===== src/rtl/hazard_scoreboard_pkg.sv =====
// Shared types and default sizing for the hazard scoreboard slice.
//   result_class_t : class of an instruction's rd result (ALU, PC4, IMM, LOAD)
//   *_DEFAULT      : default XLEN / NUM_REGS / DEPTH / LOAD_STAGE values
package hazard_pkg;

  localparam int unsigned XLEN_DEFAULT       = 32;
  localparam int unsigned NUM_REGS_DEFAULT   = 16;
  localparam int unsigned DEPTH_DEFAULT      = 4;
  localparam int unsigned LOAD_STAGE_DEFAULT = 3;

  typedef enum logic [1:0] {
    ALU  = 2'd0,
    PC4  = 2'd1,
    IMM  = 2'd2,
    LOAD = 2'd3
  } result_class_t;

endpackage


===== src/rtl/hazard_scoreboard_if.sv =====
// Bus between the ID stage / datapath and the hazard scoreboard.
//   master : drives the ID instruction fields, flush, ext_stall and the
//            per-stage results; receives resolved operands and stall info.
//   slave  : the scoreboard side (directions reversed).
interface hazard_scoreboard_if
  import hazard_pkg::*;
#(
  parameter int unsigned XLEN  = XLEN_DEFAULT,
  parameter int unsigned RA_W  = $clog2(NUM_REGS_DEFAULT),
  parameter int unsigned DEPTH = DEPTH_DEFAULT
);

  logic                            id_valid;
  logic [RA_W-1:0]                 id_rs1;
  logic [RA_W-1:0]                 id_rs2;
  logic                            id_rs1_used;
  logic                            id_rs2_used;
  logic [RA_W-1:0]                 id_rd;
  logic                            id_rd_we;
  result_class_t                   id_class;
  logic [XLEN-1:0]                 id_rs1_data;
  logic [XLEN-1:0]                 id_rs2_data;
  logic                            flush;
  logic                            ext_stall;
  logic [DEPTH-1:0][XLEN-1:0]      stage_result;

  logic [XLEN-1:0]                 rs1_data;
  logic [XLEN-1:0]                 rs2_data;
  logic                            rs1_fwd;
  logic                            rs2_fwd;
  logic                            stall;
  logic [31:0]                     stall_cycles;

  modport master (
    output id_valid, id_rs1, id_rs2, id_rs1_used, id_rs2_used,
           id_rd, id_rd_we, id_class, id_rs1_data, id_rs2_data,
           flush, ext_stall, stage_result,
    input  rs1_data, rs2_data, rs1_fwd, rs2_fwd, stall, stall_cycles
  );

  modport slave (
    input  id_valid, id_rs1, id_rs2, id_rs1_used, id_rs2_used,
           id_rd, id_rd_we, id_class, id_rs1_data, id_rs2_data,
           flush, ext_stall, stage_result,
    output rs1_data, rs2_data, rs1_fwd, rs2_fwd, stall, stall_cycles
  );

endinterface


===== src/rtl/hazard_operand_lookup.sv =====
// Per-operand priority search over the in-flight entry array.
//   ent_*        : entry array state (index 0 = EX, DEPTH-1 = WB)
//   rs, rs_used  : source address and whether it is actually read
//   rf_data      : register-file read data
//   stage_result : per-stage rd value from the datapath
//   data / fwd   : resolved operand and "came from stage_result" flag
//   hazard       : youngest matching producer has no data yet
module hazard_operand_lookup
  import hazard_pkg::*;
#(
  parameter int unsigned XLEN       = XLEN_DEFAULT,
  parameter int unsigned RA_W       = $clog2(NUM_REGS_DEFAULT),
  parameter int unsigned DEPTH      = DEPTH_DEFAULT,
  parameter int unsigned LOAD_STAGE = LOAD_STAGE_DEFAULT
) (
  input  logic [DEPTH-1:0]            ent_valid,
  input  logic [DEPTH-1:0]            ent_we,
  input  logic [DEPTH-1:0][RA_W-1:0]  ent_rd,
  input  result_class_t [DEPTH-1:0]   ent_cls,
  input  logic [RA_W-1:0]             rs,
  input  logic                        rs_used,
  input  logic [XLEN-1:0]             rf_data,
  input  logic [DEPTH-1:0][XLEN-1:0]  stage_result,
  output logic [XLEN-1:0]             data,
  output logic                        fwd,
  output logic                        hazard
);

  always_comb begin
    logic found;
    found  = 1'b0;
    data   = rf_data;
    fwd    = 1'b0;
    hazard = 1'b0;
    // Ascending scan with a found flag: the youngest (lowest index) match wins.
    for (int unsigned i = 0; i < DEPTH; i++) begin
      if (!found && ent_valid[i] && ent_we[i] && (ent_rd[i] == rs) &&
          (rs != '0) && rs_used) begin
        found = 1'b1;
        if ((ent_cls[i] != LOAD) || (i >= LOAD_STAGE)) begin
          data = stage_result[i];
          fwd  = 1'b1;
        end else begin
          hazard = 1'b1;
        end
      end
    end
    // x0 is hardwired; the rs != 0 term above already keeps fwd/hazard low.
    if (rs == '0) data = '0;
  end

endmodule


===== src/rtl/hazard_scoreboard.sv =====
// Pipeline hazard scoreboard: tracks rd writes of DEPTH post-ID stages,
// forwards ready results to the ID operands and stalls IF/ID on load-use
// or external hazards.
//   clk, rst : core clock, asynchronous active-high reset
//   bus      : hazard_scoreboard_if slave (ID fields, flush, ext_stall,
//              stage_result in; rs*_data, rs*_fwd, stall, stall_cycles out)
module hazard_scoreboard
  import hazard_pkg::*;
#(
  parameter int unsigned XLEN       = XLEN_DEFAULT,
  parameter int unsigned NUM_REGS   = NUM_REGS_DEFAULT,
  parameter int unsigned RA_W       = $clog2(NUM_REGS),
  parameter int unsigned DEPTH      = DEPTH_DEFAULT,
  parameter int unsigned LOAD_STAGE = LOAD_STAGE_DEFAULT
) (
  input  logic              clk,
  input  logic              rst,
  hazard_scoreboard_if.slave bus
);

  logic [DEPTH-1:0]            ent_valid;
  logic [DEPTH-1:0]            ent_we;
  logic [DEPTH-1:0][RA_W-1:0]  ent_rd;
  result_class_t [DEPTH-1:0]   ent_cls;
  logic [31:0]                 stall_cnt;

  logic rs1_hazard;
  logic rs2_hazard;
  logic stall;
  logic issue;

  hazard_operand_lookup #(
    .XLEN       (XLEN),
    .RA_W       (RA_W),
    .DEPTH      (DEPTH),
    .LOAD_STAGE (LOAD_STAGE)
  ) u_rs1_lookup (
    .ent_valid    (ent_valid),
    .ent_we       (ent_we),
    .ent_rd       (ent_rd),
    .ent_cls      (ent_cls),
    .rs           (bus.id_rs1),
    .rs_used      (bus.id_rs1_used),
    .rf_data      (bus.id_rs1_data),
    .stage_result (bus.stage_result),
    .data         (bus.rs1_data),
    .fwd          (bus.rs1_fwd),
    .hazard       (rs1_hazard)
  );

  hazard_operand_lookup #(
    .XLEN       (XLEN),
    .RA_W       (RA_W),
    .DEPTH      (DEPTH),
    .LOAD_STAGE (LOAD_STAGE)
  ) u_rs2_lookup (
    .ent_valid    (ent_valid),
    .ent_we       (ent_we),
    .ent_rd       (ent_rd),
    .ent_cls      (ent_cls),
    .rs           (bus.id_rs2),
    .rs_used      (bus.id_rs2_used),
    .rf_data      (bus.id_rs2_data),
    .stage_result (bus.stage_result),
    .data         (bus.rs2_data),
    .fwd          (bus.rs2_fwd),
    .hazard       (rs2_hazard)
  );

  // Flush wins over any hazard: the ID instruction is squashed, not held.
  assign stall = ~bus.flush & bus.id_valid & (rs1_hazard | rs2_hazard | bus.ext_stall);
  assign issue = bus.id_valid & ~stall & ~bus.flush;

  assign bus.stall        = stall;
  assign bus.stall_cycles = stall_cnt;

  always_ff @(posedge clk or posedge rst) begin
    if (rst) begin
      ent_valid <= '0;
      ent_we    <= '0;
      ent_rd    <= '0;
      for (int unsigned i = 0; i < DEPTH; i++) ent_cls[i] <= ALU;
      stall_cnt <= '0;
    end else begin
      // Loop form keeps DEPTH=1 legal (no [DEPTH-2:0] slice).
      for (int unsigned i = 1; i < DEPTH; i++) begin
        ent_valid[i] <= ent_valid[i-1];
        ent_we[i]    <= ent_we[i-1];
        ent_rd[i]    <= ent_rd[i-1];
        ent_cls[i]   <= ent_cls[i-1];
      end
      ent_valid[0] <= issue;
      ent_we[0]    <= bus.id_rd_we;
      ent_rd[0]    <= bus.id_rd;
      ent_cls[0]   <= bus.id_class;
      if (stall && (stall_cnt != '1)) stall_cnt <= stall_cnt + 32'd1;
    end
  end

endmodule


===== src/flat_wrapper.sv =====
// flat-port wrapper written by rule: the top's interface ports become plain ports
module hazard_scoreboard_flat import hazard_pkg::*;
#(
  parameter int unsigned XLEN       = XLEN_DEFAULT,
  parameter int unsigned NUM_REGS   = NUM_REGS_DEFAULT,
  parameter int unsigned RA_W       = $clog2(NUM_REGS),
  parameter int unsigned DEPTH      = DEPTH_DEFAULT,
  parameter int unsigned LOAD_STAGE = LOAD_STAGE_DEFAULT
)
  (clk, rst, bus_id_valid, bus_id_rs1, bus_id_rs2, bus_id_rs1_used, bus_id_rs2_used, bus_id_rd, bus_id_rd_we, bus_id_class, bus_id_rs1_data, bus_id_rs2_data, bus_flush, bus_ext_stall, bus_stage_result, bus_rs1_data, bus_rs2_data, bus_rs1_fwd, bus_rs2_fwd, bus_stall, bus_stall_cycles);
  hazard_scoreboard_if #(.XLEN(XLEN), .RA_W(RA_W), .DEPTH(DEPTH)) bus_i ();
  input  logic clk;
  input  logic rst;
  input wire logic [$bits(bus_i.id_valid)-1:0] bus_id_valid;
  input wire logic [$bits(bus_i.id_rs1)-1:0] bus_id_rs1;
  input wire logic [$bits(bus_i.id_rs2)-1:0] bus_id_rs2;
  input wire logic [$bits(bus_i.id_rs1_used)-1:0] bus_id_rs1_used;
  input wire logic [$bits(bus_i.id_rs2_used)-1:0] bus_id_rs2_used;
  input wire logic [$bits(bus_i.id_rd)-1:0] bus_id_rd;
  input wire logic [$bits(bus_i.id_rd_we)-1:0] bus_id_rd_we;
  input wire logic [$bits(bus_i.id_class)-1:0] bus_id_class;
  input wire logic [$bits(bus_i.id_rs1_data)-1:0] bus_id_rs1_data;
  input wire logic [$bits(bus_i.id_rs2_data)-1:0] bus_id_rs2_data;
  input wire logic [$bits(bus_i.flush)-1:0] bus_flush;
  input wire logic [$bits(bus_i.ext_stall)-1:0] bus_ext_stall;
  input wire logic [$bits(bus_i.stage_result)-1:0] bus_stage_result;
  output wire logic [$bits(bus_i.rs1_data)-1:0] bus_rs1_data;
  output wire logic [$bits(bus_i.rs2_data)-1:0] bus_rs2_data;
  output wire logic [$bits(bus_i.rs1_fwd)-1:0] bus_rs1_fwd;
  output wire logic [$bits(bus_i.rs2_fwd)-1:0] bus_rs2_fwd;
  output wire logic [$bits(bus_i.stall)-1:0] bus_stall;
  output wire logic [$bits(bus_i.stall_cycles)-1:0] bus_stall_cycles;
  assign bus_i.id_valid = bus_id_valid;
  assign bus_i.id_rs1 = bus_id_rs1;
  assign bus_i.id_rs2 = bus_id_rs2;
  assign bus_i.id_rs1_used = bus_id_rs1_used;
  assign bus_i.id_rs2_used = bus_id_rs2_used;
  assign bus_i.id_rd = bus_id_rd;
  assign bus_i.id_rd_we = bus_id_rd_we;
  assign bus_i.id_class = bus_id_class;
  assign bus_i.id_rs1_data = bus_id_rs1_data;
  assign bus_i.id_rs2_data = bus_id_rs2_data;
  assign bus_i.flush = bus_flush;
  assign bus_i.ext_stall = bus_ext_stall;
  assign bus_i.stage_result = bus_stage_result;
  assign bus_rs1_data = bus_i.rs1_data;
  assign bus_rs2_data = bus_i.rs2_data;
  assign bus_rs1_fwd = bus_i.rs1_fwd;
  assign bus_rs2_fwd = bus_i.rs2_fwd;
  assign bus_stall = bus_i.stall;
  assign bus_stall_cycles = bus_i.stall_cycles;
  hazard_scoreboard #(.XLEN(XLEN), .NUM_REGS(NUM_REGS), .RA_W(RA_W), .DEPTH(DEPTH), .LOAD_STAGE(LOAD_STAGE)) u_core (.clk(clk), .rst(rst), .bus(bus_i));
endmodule

===== config.mk =====
export PLATFORM = sky130hd
export DESIGN_NAME = hazard_scoreboard_flat
export DESIGN_NICKNAME = d
export VERILOG_FILES = /design/src/rtl/hazard_scoreboard_pkg.sv /design/src/rtl/hazard_scoreboard_if.sv /design/src/rtl/hazard_operand_lookup.sv /design/src/rtl/hazard_scoreboard.sv /design/src/flat_wrapper.sv
export SDC_FILE = /design/constraint.sdc
export NUM_CORES = 1
export LEC_CHECK = 0
export CORE_AREA = 2 2 123 125
export DETAILED_ROUTE_END_ITERATION = 7
export DIE_AREA = 0 0 125 127
export GPL_TIMING_DRIVEN = 0
export PLACE_DENSITY = 0.82
export SYNTH_ARGS = -nofsm -noshare
export SYNTH_HDL_FRONTEND = slang
export SYNTH_SLANG_ARGS = --single-unit

===== constraint.sdc =====
create_clock -name clk -period 7.3 [get_ports clk]
set_input_delay 1.825 -clock clk [delete_from_list [all_inputs] [get_ports clk]]
set_output_delay 1.825 -clock clk [all_outputs]
set_load 0.02 [all_outputs]

==> results of run 1 <==
==> layout make-up <==
| cell class | instances | area [sq um] |
|---|---|---|
| tap | 184 | 230.2 |
| antenna | 7 | 17.52 |
| fill | 1292 | 5041 |
| sequential | 62 | 1551 |
| timing repair buffer | 305 | 3063 |
| multi-input combinational | 584 | 3876 |
| clock inverter | 5 | 60.06 |
| buffer | 70 | 326.6 |
| inverter | 5 | 18.77 |
| clock buffer | 10 | 239.0 |
==> flip-flops by register name, indices dropped and copies added, names as in the netlist <==
signal / cells
u_core.bus.stall_cycles: 32
u_core.ent_cls: 6
u_core.ent_rd: 16
u_core.ent_valid: 4
u_core.ent_we: 4
==> layout by cell type, fill, tap and decap left out, drive strengths merged, types with 3 or more instances in the layout <==
master         instances
a211oi                96
a21oi                 67
and2                   4
and3                   5
and4                   3
buf                   31
clkbuf                50
clkdlybuf4s50        304
clkinvlp               4
dfrtp                 62
diode                  7
inv                    5
mux2i                 64
nand2                 23
nand3                 17
nand3b                 3
nand4                 10
nand4b                 3
nor2                 110
nor3                  48
nor4                  15
o21ai                 32
or4                    3
or4b                   3
xnor2                 23
xor2                  40
==> path summary, 6_finish.rpt <==
check / start / end / cells after the start
max reg2reg: u_core.bus.stall_cycles[3]$_DFFE_PP0P_ / u_core.bus.stall_cycles[14]$_DFFE_PP0P_ / 8
max in group asynchronous: rst / u_core.ent_cls[0]$_DFF_PP0_ / 3
min: u_core.ent_cls[0]$_DFF_PP0_ / u_core.ent_cls[2]$_DFF_PP0_ / 0
min reg2reg: u_core.ent_cls[0]$_DFF_PP0_ / u_core.ent_cls[2]$_DFF_PP0_ / 0
max: bus_id_rs1[1] / bus_rs1_data[10] / 11
min in group asynchronous: rst / u_core.bus.stall_cycles[24]$_DFFE_PP0P_ / 2
==> power by group through the flow <==
stage / clock [W] / combinational [W] / sequential (W)
6_report: 0.000422 / 0.000439 / 0.000412
5_1_grt: 0.000444 / 0.000461 / 0.000416
3_3_place_gp: 0 / 0.000427 / 0.000414
2_1_floorplan: 0 / 0.000157 / 0.000431
3_5_place_dp: 0 / 0.000433 / 0.000416
4_1_cts: 0.000427 / 0.000436 / 0.000411
==> per-stage QoR <==
step / total power, W / std cells / worst slack [ps] / util (%) / instance area [sq um]
after floorplan: 0.0005875 / 721 / 1426 / - / 5769
after global placement: 0.0008403 / 1209 / 272.9 / 62.69 / 9042
after detailed placement: 0.0008489 / 1210 / 210.5 / 62.83 / 9062
after CTS: 0.001274 / 1225 / 167.6 / 64.90 / 9361
after global routing: 0.001321 / 1230 / 31.11 / 65.02 / 9378
final: 0.001273 / 1232 / 250.7 / 65.05 / 9383
==> cell families (layout without fill, tap and decap cells) <==
family | count (synthesis) | after routing | share of synthesized area, %
other | 0 | 7 | 0
DFF | 62 | 62 | 26.89
and+or+nand+nor | 254 | 254 | 23.60
AOI/OAI and AO/OA | 201 | 201 | 22.45
muxes | 65 | 65 | 11.36
xor gates and xnor gates | 63 | 63 | 9.564
adders and majority gates | 1 | 1 | 0.2168
buffers and inverters | 75 | 395 | 5.920
==> layer usage <==
| layer | up-vias | global-route usage (%) | wire length, microns |
|---|---|---|---|
| met1 | 3384 | 41.77 | 10770 |
| met2 | 469 | 52.65 | 12970 |
| met3 | 73 | 9.673 | 3091 |
| met4 | 6 | 12.81 | 988 |
| met5 | - | 0 | 41 |
| li1 | 3289 | - | - |
==> results.sh, run 1 <==
export IMPL_outcome="finished, final reports clean"
export IMPL_cts_path_max_buffers=2
export IMPL_synth_flop_cell="dfrtp_1"
export IMPL_path_max_fanout=10
export IMPL_drt_iter0_drc=734
export IMPL_switchingPower_w=0.0003929
export IMPL_gp_congestion=1.029
export IMPL_grt_usage_pct=32.78
export IMPL_nets=1252
export IMPL_finClkSkew_ps=6.528
export IMPL_dieArea_sq_mm=0.01588
export IMPL_timing_fmax_mhz=141.9
export IMPL_cts_sinks=62
export IMPL_peakVddDrop_mv=0.1551
export IMPL_intPower_w=0.0008800
export IMPL_pwr_share_clk_pct=33.2
export IMPL_grt_max_degree=40
export IMPL_core_sq_mm=0.01442
export IMPL_synth_cells=721
export IMPL_post_cts_resized=0
export IMPL_swShare_pct=30.87
export IMPL_row_count=44
export IMPL_worstHoldPathType="reg2reg"
export IMPL_crit_buf_inv=4
export IMPL_ctsRootBufferMaster="clkbuf_16"
export IMPL_finalCritPeriodShare_pct=96.57
export IMPL_start_util_pct=40.00
export IMPL_synth_common_cells="nor2_1 (107), a211oi_1 (96), a21oi_1 (66), mux2i_1 (64), dfrtp_1 (62)"
export IMPL_postCtsSetupRepairBufs=0
export IMPL_hpwlAfterDp_mm=21.75
export IMPL_leakagePower_nw=3.508
export IMPL_cp_arrival_ps=5220
export IMPL_pwr_share_seq_pct=32.3
export IMPL_die_h_microns=127
export IMPL_synth_distinct_cells=49
export IMPL_start_kind="input port"
export IMPL_grt_pass1_vias=6966
export IMPL_drc_errors=0
export IMPL_final_setup_tns_ps=0
export IMPL_crit_required_ps=5480
export IMPL_critPathTopFamily="simple AND/OR/NAND/NOR gates"
export IMPL_tightest_slew_ps=822.2
export IMPL_wl_per_cell_microns=22.62
export IMPL_pin_count=313
export IMPL_synth_seq_cells=62
export IMPL_antenna_found_initial=10
export IMPL_netlist_area_leader_share_pct=26.89
export IMPL_synth_most_common_cell="nor2_1"
export IMPL_yosys_warnings=0
export IMPL_synthArstFlopShare_pct=100.0
export IMPL_cts_tree="yes"
export IMPL_yosysTopAreaCell="dfrtp_1"
export IMPL_overflow=0
export IMPL_r2r_slack_ps=4450
export IMPL_power_density_mw_per_mm2=135.7
export IMPL_clk_latency_ps=330
export IMPL_rsz0062_at_grt="false"
export IMPL_slew_headroom_pct=45.10
export IMPL_path_class="in2out"
export IMPL_hold_viol_final=0
export IMPL_max_stage_delay_ps=690
export IMPL_worst_path_most_repeated_cell="a211oi_1"
export IMPL_final_antenna_net_count=0
export IMPL_holdWs_ps=369.5
export IMPL_routed_via_density=5.861
export IMPL_drv_cap=0
export IMPL_worstSetupEndpointType="primary output"
export IMPL_syn_area_per_cell_sq_um=8.002
export IMPL_slew_viol_final=0
export IMPL_routed_wl_mm=27.86
export IMPL_place_port_buffers=304
export IMPL_setup_viol=0
export IMPL_cts_hold_buf=0
export IMPL_die_x_microns=125
export IMPL_synth_area_sq_mm=0.005769
export IMPL_vias=7221
export IMPL_combPwrFrac_pct=34.5
export IMPL_path_cells="buf_4 > nor4_2 > nor2b_1 > nand4_1 > buf_2 > clkbuf_1 > nor2_1 > a211oi_1 > a211oi_1 > nor3_1 > clkdlybuf4s50_1"
export IMPL_synth_edff_count=0
export IMPL_grt_first_pass_wirelength_mm=40.74
export IMPL_clk_pin_slew_ps=50
export IMPL_firstDrtPassIters=5
export IMPL_synthTopCellsByArea="dfrtp_1 (27%), a211oi_1 (12%), mux2i_1 (11%), nor2_1 (7.0%), xor2_1 (6.1%)"
export IMPL_cp_slowest_cell="nor4_2"
export IMPL_area_growth_pct=62.63
export IMPL_htree_levels=3
export IMPL_drive_above_1_share_pct=7.109
export IMPL_ys_seq_area_share_pct=26.89
export IMPL_cts_made_buffers=9
export IMPL_period_needed_ps=7049
export IMPL_syn_nets=936
Power figures use the tool's default switching activity.
==> run 2, diff against run 1 <==
- REMOVE_ABC_BUFFERS: not set -> 1
==> run 2 against run 1 <==
  * Register-to-register slack lost 140 ps
  * Die area unchanged
  * Power rose by 1.3%
  * Via count is 3.2% lower
  * Clock-buffer cell count unchanged
  * Sequential share of layout area fell by 0.58 points
  * Fmax shrank 2.3%
==> results.sh, run 2 (synthesized netlist as in run 1, its figures left out) <==
export IMPL_regArea_sq_mm=0.001551
export IMPL_htree_levels=3
export IMPL_tightest_slew_ps=980.0
export IMPL_die_x_microns=125
export IMPL_leakagePower_nw=3.644
export IMPL_n_fill_cell=1186
export IMPL_dr_max_layer_used="met5"
export IMPL_route_met3_wl_mm=3.014
export IMPL_crit_required_ps=5480
export IMPL_worstHoldPathType="reg2reg"
export IMPL_clk_latency_ps=330
export IMPL_start_util_pct=40.00
export IMPL_rsz0062_at_grt="false"
export IMPL_grt_pass1_vias=6671
export IMPL_wl_per_cell_microns=22.99
export IMPL_outcome="finished, final reports clean"
export IMPL_routed_via_density=5.768
export IMPL_cp_arrival_ps=5390
export IMPL_hpwlAfterDp_mm=20.92
export IMPL_core_sq_mm=0.01442
export IMPL_dpl_cell_count=1170
export IMPL_path_class="in2out"
export IMPL_routed_wl_mm=27.86
export IMPL_fin_ws_ps=84.96
export IMPL_fin_cells=1212
export IMPL_drt_iter0_drc=884
export IMPL_path_max_fanout=7
export IMPL_worstSetupEndpointType="primary output"
export IMPL_drc_errors=0
export IMPL_setup_viol=0
export IMPL_hold_viol_final=0
export IMPL_pre_cts_slack_ps=-176.7
export IMPL_slew_headroom_pct=34.51
export IMPL_finClkSkew_ps=3.867
export IMPL_period_needed_ps=7215
export IMPL_cts_hold_buf=0
export IMPL_holdWs_ps=373.7
export IMPL_timing_fmax_mhz=138.6
export IMPL_nets=1226
export IMPL_ctsRootBufferMaster="clkbuf_16"
export IMPL_vias=6991
export IMPL_grt_usage_pct=33.12
export IMPL_cts_tree="yes"
export IMPL_area_growth_pct=68.51
export IMPL_peakVddDrop_mv=0.2019
export IMPL_mostFrequentLayoutCell="clkdlybuf4s50_1"
export IMPL_antenna_found_initial=19
export IMPL_multi_input_area_sq_mm=0.003964
export IMPL_cts_path_max_buffers=2
export IMPL_fin_util_pct=67.40
export IMPL_drv_cap=0
export IMPL_slew_viol_final=0
export IMPL_mostFrequentLayoutCells="clkdlybuf4s50_1 (310), nor2_1 (106), a211oi_1 (96)"
export IMPL_row_count=44
export IMPL_grt_first_pass_wirelength_mm=40.83
export IMPL_dieArea_sq_mm=0.01588
export IMPL_m1WireLength_mm=11.04
export IMPL_clk_pin_slew_ps=50
export IMPL_power_density_mw_per_mm2=132.7
export IMPL_final_antenna_net_count=0
export IMPL_firstDrtPassIters=7
export IMPL_cts_made_buffers=9
export IMPL_drive_above_1_share_pct=9.154
export IMPL_die_h_microns=127
export IMPL_wl_met2_mm=12.87
export IMPL_finalCritPeriodShare_pct=98.84
export IMPL_largest_reg_flops=32
export IMPL_cts_sinks=62
export IMPL_start_kind="input port"
export IMPL_pin_count=313
export IMPL_gp_congestion=0.9369
export IMPL_place_port_buffers=312
export IMPL_grt_max_degree=42
export IMPL_overflow=0
[run 2: cell count changes in the layout (fill, tap and decap cells not counted), moves of 3 or more]
| cell | delta |
|---|---|
| buf_2 | -15 |
| diode_2 | +5 |
| buf_12 | +4 |
| buf_8 | +4 |
| buf_4 | +12 |
| clkbuf_1 | -37 |
| clkdlybuf4s50_1 | +6 |
| buf_1 | -6 |
| clkbuf_2 | -3 |
| buf_16 | +6 |
[run 2: power by group]
group | internal [W] | switching (W)
clock | 0.000275 | 0.000165
combinational | 0.000239 | 0.000199
sequential | 0.000372 | 0.0000395
total | 0.000886 | 0.000404
[run 2: final cells by class]
cell class / instances / area share, %
sequential: 62 / 15.96
antenna: 12 / 0.3089
clock buffer: 10 / 2.458
timing repair buffer: 348 / 37.22
inverter: 5 / 0.1931
tap: 184 / 2.368
multi-input combinational: 585 / 40.77
clock inverter: 6 / 0.7207
[run 2: final timing paths]
path / start / end / slack, ps / depth (start not counted)
min in group asynchronous: rst / u_core.ent_rd[13]$_DFF_PP0_ / 1860 / 2
min reg2reg: u_core.ent_cls[2]$_DFF_PP0_ / u_core.ent_cls[4]$_DFF_PP0_ / 370 / 0
min: u_core.ent_cls[2]$_DFF_PP0_ / u_core.ent_cls[4]$_DFF_PP0_ / 370 / 0
max: bus_id_rs2[2] / bus_rs2_data[11] / 80 / 12
max in group asynchronous: rst / u_core.bus.stall_cycles[7]$_DFFE_PP0P_ / 4850 / 3
max reg2reg: u_core.bus.stall_cycles[3]$_DFFE_PP0P_ / u_core.bus.stall_cycles[1]$_DFFE_PP0P_ / 4310 / 9
[run 2: repair_timing]
action                     CTS  global route
cloned                       1             0
setup buffers               10             3
setup endpoints to repair   45            38
resized for setup            2             5
pin swaps                    4             1
[run 2: worst max-delay path: stages]
cell,delay (ps)
clkdlybuf4s50_1,750
xnor2_1,170
nand4_1,250
nor4b_2,360
buf_4,250
buf_4,220
buf_4,180
mux2i_1,100
a211oi_1,280
a21oi_1,70
a21oi_1,250
clkdlybuf4s50_1,680
[run 2: metal layers]
layer,track usage [%],up-vias
met2,52.40,383
met1,42.77,3296
met4,10.59,12
met3,11.39,57
li1,-,3243
met5,0,-
[run 2: through the flow]
step	total power, W	TNS (ps)	instance area [sq um]
floorplan	0.0005782	-106150	5446
global placement	0.0008320	-382990	8800
detailed placement	0.0008437	-2419	9236
CTS	0.001287	0	9654
global route	0.001337	0	9712
finish	0.001290	0	9722
==> run 3, diff against run 2 <==
- SKIP_CTS_REPAIR_TIMING: not set -> 1
- SLEW_MARGIN: not set -> 25
- clock period: 7.3 -> 8.5 ns (I/O delays scaled with it)
==> run 3 against run 2 <==
  * Register-to-register slack improved by 1100 ps
  * Wire length decreased by 2.9%
  * Clock-buffer cell count decreased by 1
  * Clock skew increased by 1.9 ps
  * Design area decreased by 0.66%
  * Power decreased by 11%
  * First-iteration DRC count decreased by 18%
  * Utilization decreased by 0.44 points
  * Sequential power decreased by 14%
  * Via count decreased by 0.59%
  * Largest power group unchanged
  * Highest routed layer unchanged
==> results.sh, run 3 (synthesized netlist as in run 1, its figures left out) <==
export IMPL_outcome="finished, final reports clean"
export IMPL_gp_congestion=0.9369
export IMPL_pre_cts_slack_ps=430.5
export IMPL_intPower_w=0.0008087
export IMPL_core_sq_mm=0.01442
export IMPL_r2r_start="u_core.ent_rd[7]$_DFF_PP0_"
export IMPL_placed_cell_area_sq_mm=0.009289
export IMPL_place_port_buffers=312
export IMPL_worstSetupEndpointType="primary output"
export IMPL_path_depth=11
export IMPL_finClkSkew_ps=5.813
export IMPL_finalCritPeriodShare_pct=95.57
export IMPL_start_util_pct=40.00
export IMPL_die_x_microns=125
export IMPL_dr_max_layer_used="met5"
export IMPL_cts_made_buffers=9
export IMPL_grt_first_pass_wirelength_mm=39.90
export IMPL_rsz0062_at_grt="false"
export IMPL_mostFrequentLayoutCells="clkdlybuf4s50_1 (312), nor2_1 (106), a211oi_1 (96)"
export IMPL_clk_pin_slew_ps=60
export IMPL_worstSetupStartpoint="bus_id_rs2[2]"
export IMPL_cts_sinks=62
export IMPL_timing_rr_end="u_core.bus.stall_cycles[16]$_DFFE_PP0P_"
export IMPL_slew_headroom_pct=47.95
export IMPL_dieArea_sq_mm=0.01588
export IMPL_multi_input_area_sq_mm=0.003940
export IMPL_fin_ws_ps=376.3
export IMPL_regArea_sq_mm=0.001551
export IMPL_power_density_mw_per_mm2=118.4
export IMPL_drive_above_1_share_pct=8.135
export IMPL_overflow=0
export IMPL_worstHoldPathType="reg2reg"
export IMPL_wl_per_cell_microns=22.44
export IMPL_row_count=44
export IMPL_mostFrequentLayoutCell="clkdlybuf4s50_1"
export IMPL_tightest_slew_ps=780.8
export IMPL_htree_levels=3
export IMPL_start_kind="input port"
export IMPL_ctsRootBufferMaster="clkbuf_16"
export IMPL_critPathTopFamily="buffers and inverters"
export IMPL_cp_slowest_cell="clkdlybuf4s50_1"
export IMPL_max_stage_delay_ps=680
export IMPL_hold_viol_final=0
export IMPL_cts_path_max_buffers=2
export IMPL_grt_usage_pct=32.48
export IMPL_crit_required_ps=6380
export IMPL_swShare_pct=29.25
export IMPL_drc_errors=0
export IMPL_ff2ff_path_depth=10
export IMPL_die_h_microns=127
export IMPL_crit_buf_inv=4
export IMPL_pwr_share_clk_pct=36.5
export IMPL_wl_met2_mm=12.42
export IMPL_drt_iter0_drc=725
export IMPL_final_antenna_net_count=0
export IMPL_combPwrFrac_pct=32.7
export IMPL_pin_count=313
export IMPL_final_setup_tns_ps=0
export IMPL_grt_pass1_vias=6555
export IMPL_routed_wl_mm=27.05
export IMPL_nets=1219
export IMPL_path_class="in2out"
export IMPL_n_fill_cell=1190
export IMPL_slew_viol_final=0
export IMPL_firstDrtPassIters=5
export IMPL_clk_latency_ps=330
export IMPL_endpoint="bus_rs2_data[11]"
export IMPL_cp_arrival_ps=6000
export IMPL_hpwlAfterDp_mm=21.11
export IMPL_cts_tree="yes"
export IMPL_r2r_slack_ps=5420
export IMPL_timing_fmax_mhz=123.1
export IMPL_routed_via_density=5.768
export IMPL_path_cells="clkdlybuf4s50_1 > or4_4 > nand2_2 > o21ba_2 > nand3b_1 > a21oi_4 > buf_16 > buf_8 > a21oi_1 > a21oi_1 > clkdlybuf4s50_1"
export IMPL_period_needed_ps=8124
export IMPL_pwr_share_seq_pct=30.9
export IMPL_peakVddDrop_mv=0.1683
export IMPL_area_growth_pct=67.40
export IMPL_drv_cap=0
export IMPL_m1WireLength_mm=11.00
export IMPL_switchingPower_w=0.0003344
export IMPL_largest_reg_flops=32
export IMPL_path_max_fanout=33
export IMPL_vias=6950
export IMPL_leakagePower_nw=3.607
export IMPL_finalPower_w=0.001143
export IMPL_antenna_found_initial=19
export IMPL_setup_viol=0
export IMPL_grt_max_degree=57
export IMPL_route_met3_wl_mm=2.819
export IMPL_final_cell_area_sq_mm=0.009658
[run 3: worst min-delay path by stage]
stage,end,cells past startpoint,startpoint,slack [ps]
CTS,u_core.ent_we[2]$_DFF_PP0_,0,u_core.ent_we[1]$_DFF_PP0_,370
global placement,u_core.ent_cls[5]$_DFF_PP0_,0,u_core.ent_cls[3]$_DFF_PP0_,360
global route,u_core.ent_cls[2]$_DFF_PP0_,0,u_core.ent_cls[0]$_DFF_PP0_,380
floorplan,u_core.ent_cls[3]$_DFF_PP0_,0,u_core.ent_cls[1]$_DFF_PP0_,350
finish,u_core.ent_we[2]$_DFF_PP0_,0,u_core.ent_we[1]$_DFF_PP0_,370
detailed placement,u_core.ent_cls[2]$_DFF_PP0_,0,u_core.ent_cls[0]$_DFF_PP0_,360
[run 3: cell type report]
class	count	area share, %
diodes	13	0.3368
multi-input cells	584	40.80
clock inverters	6	1.153
flip-flops and latches	62	16.06
well taps	184	2.384
clock buffers	9	2.332
repair buffers	342	36.71
inverters	5	0.2202
[run 3: layer usage]
metal,vias to the layer above,track usage [%]
met5,-,0
met4,12,11.11
met3,52,10.64
met2,392,51.18
met1,3258,42.18
li1,3236,-
[run 3: stage by stage]
step                hold WS, ps  util, %  std cells
floorplan                 353.5        -        651
global placement          358.2    61.01       1147
detailed placement        360.0    64.40       1177
CTS                       368.8    66.73       1192
global route              380.9    66.91       1202
finish                    365.3    66.96       1205
[run 3: power by group through the flow]
stage | Combinational [W] | Clock, W | Sequential, W
finish | 0.000373 | 0.000417 | 0.000353
global route | 0.000395 | 0.000436 | 0.000357
CTS | 0.000372 | 0.000419 | 0.000352
detailed placement | 0.000369 | 0 | 0.000356
global placement | 0.000360 | 0 | 0.000354
floorplan | 0.000127 | 0 | 0.000370
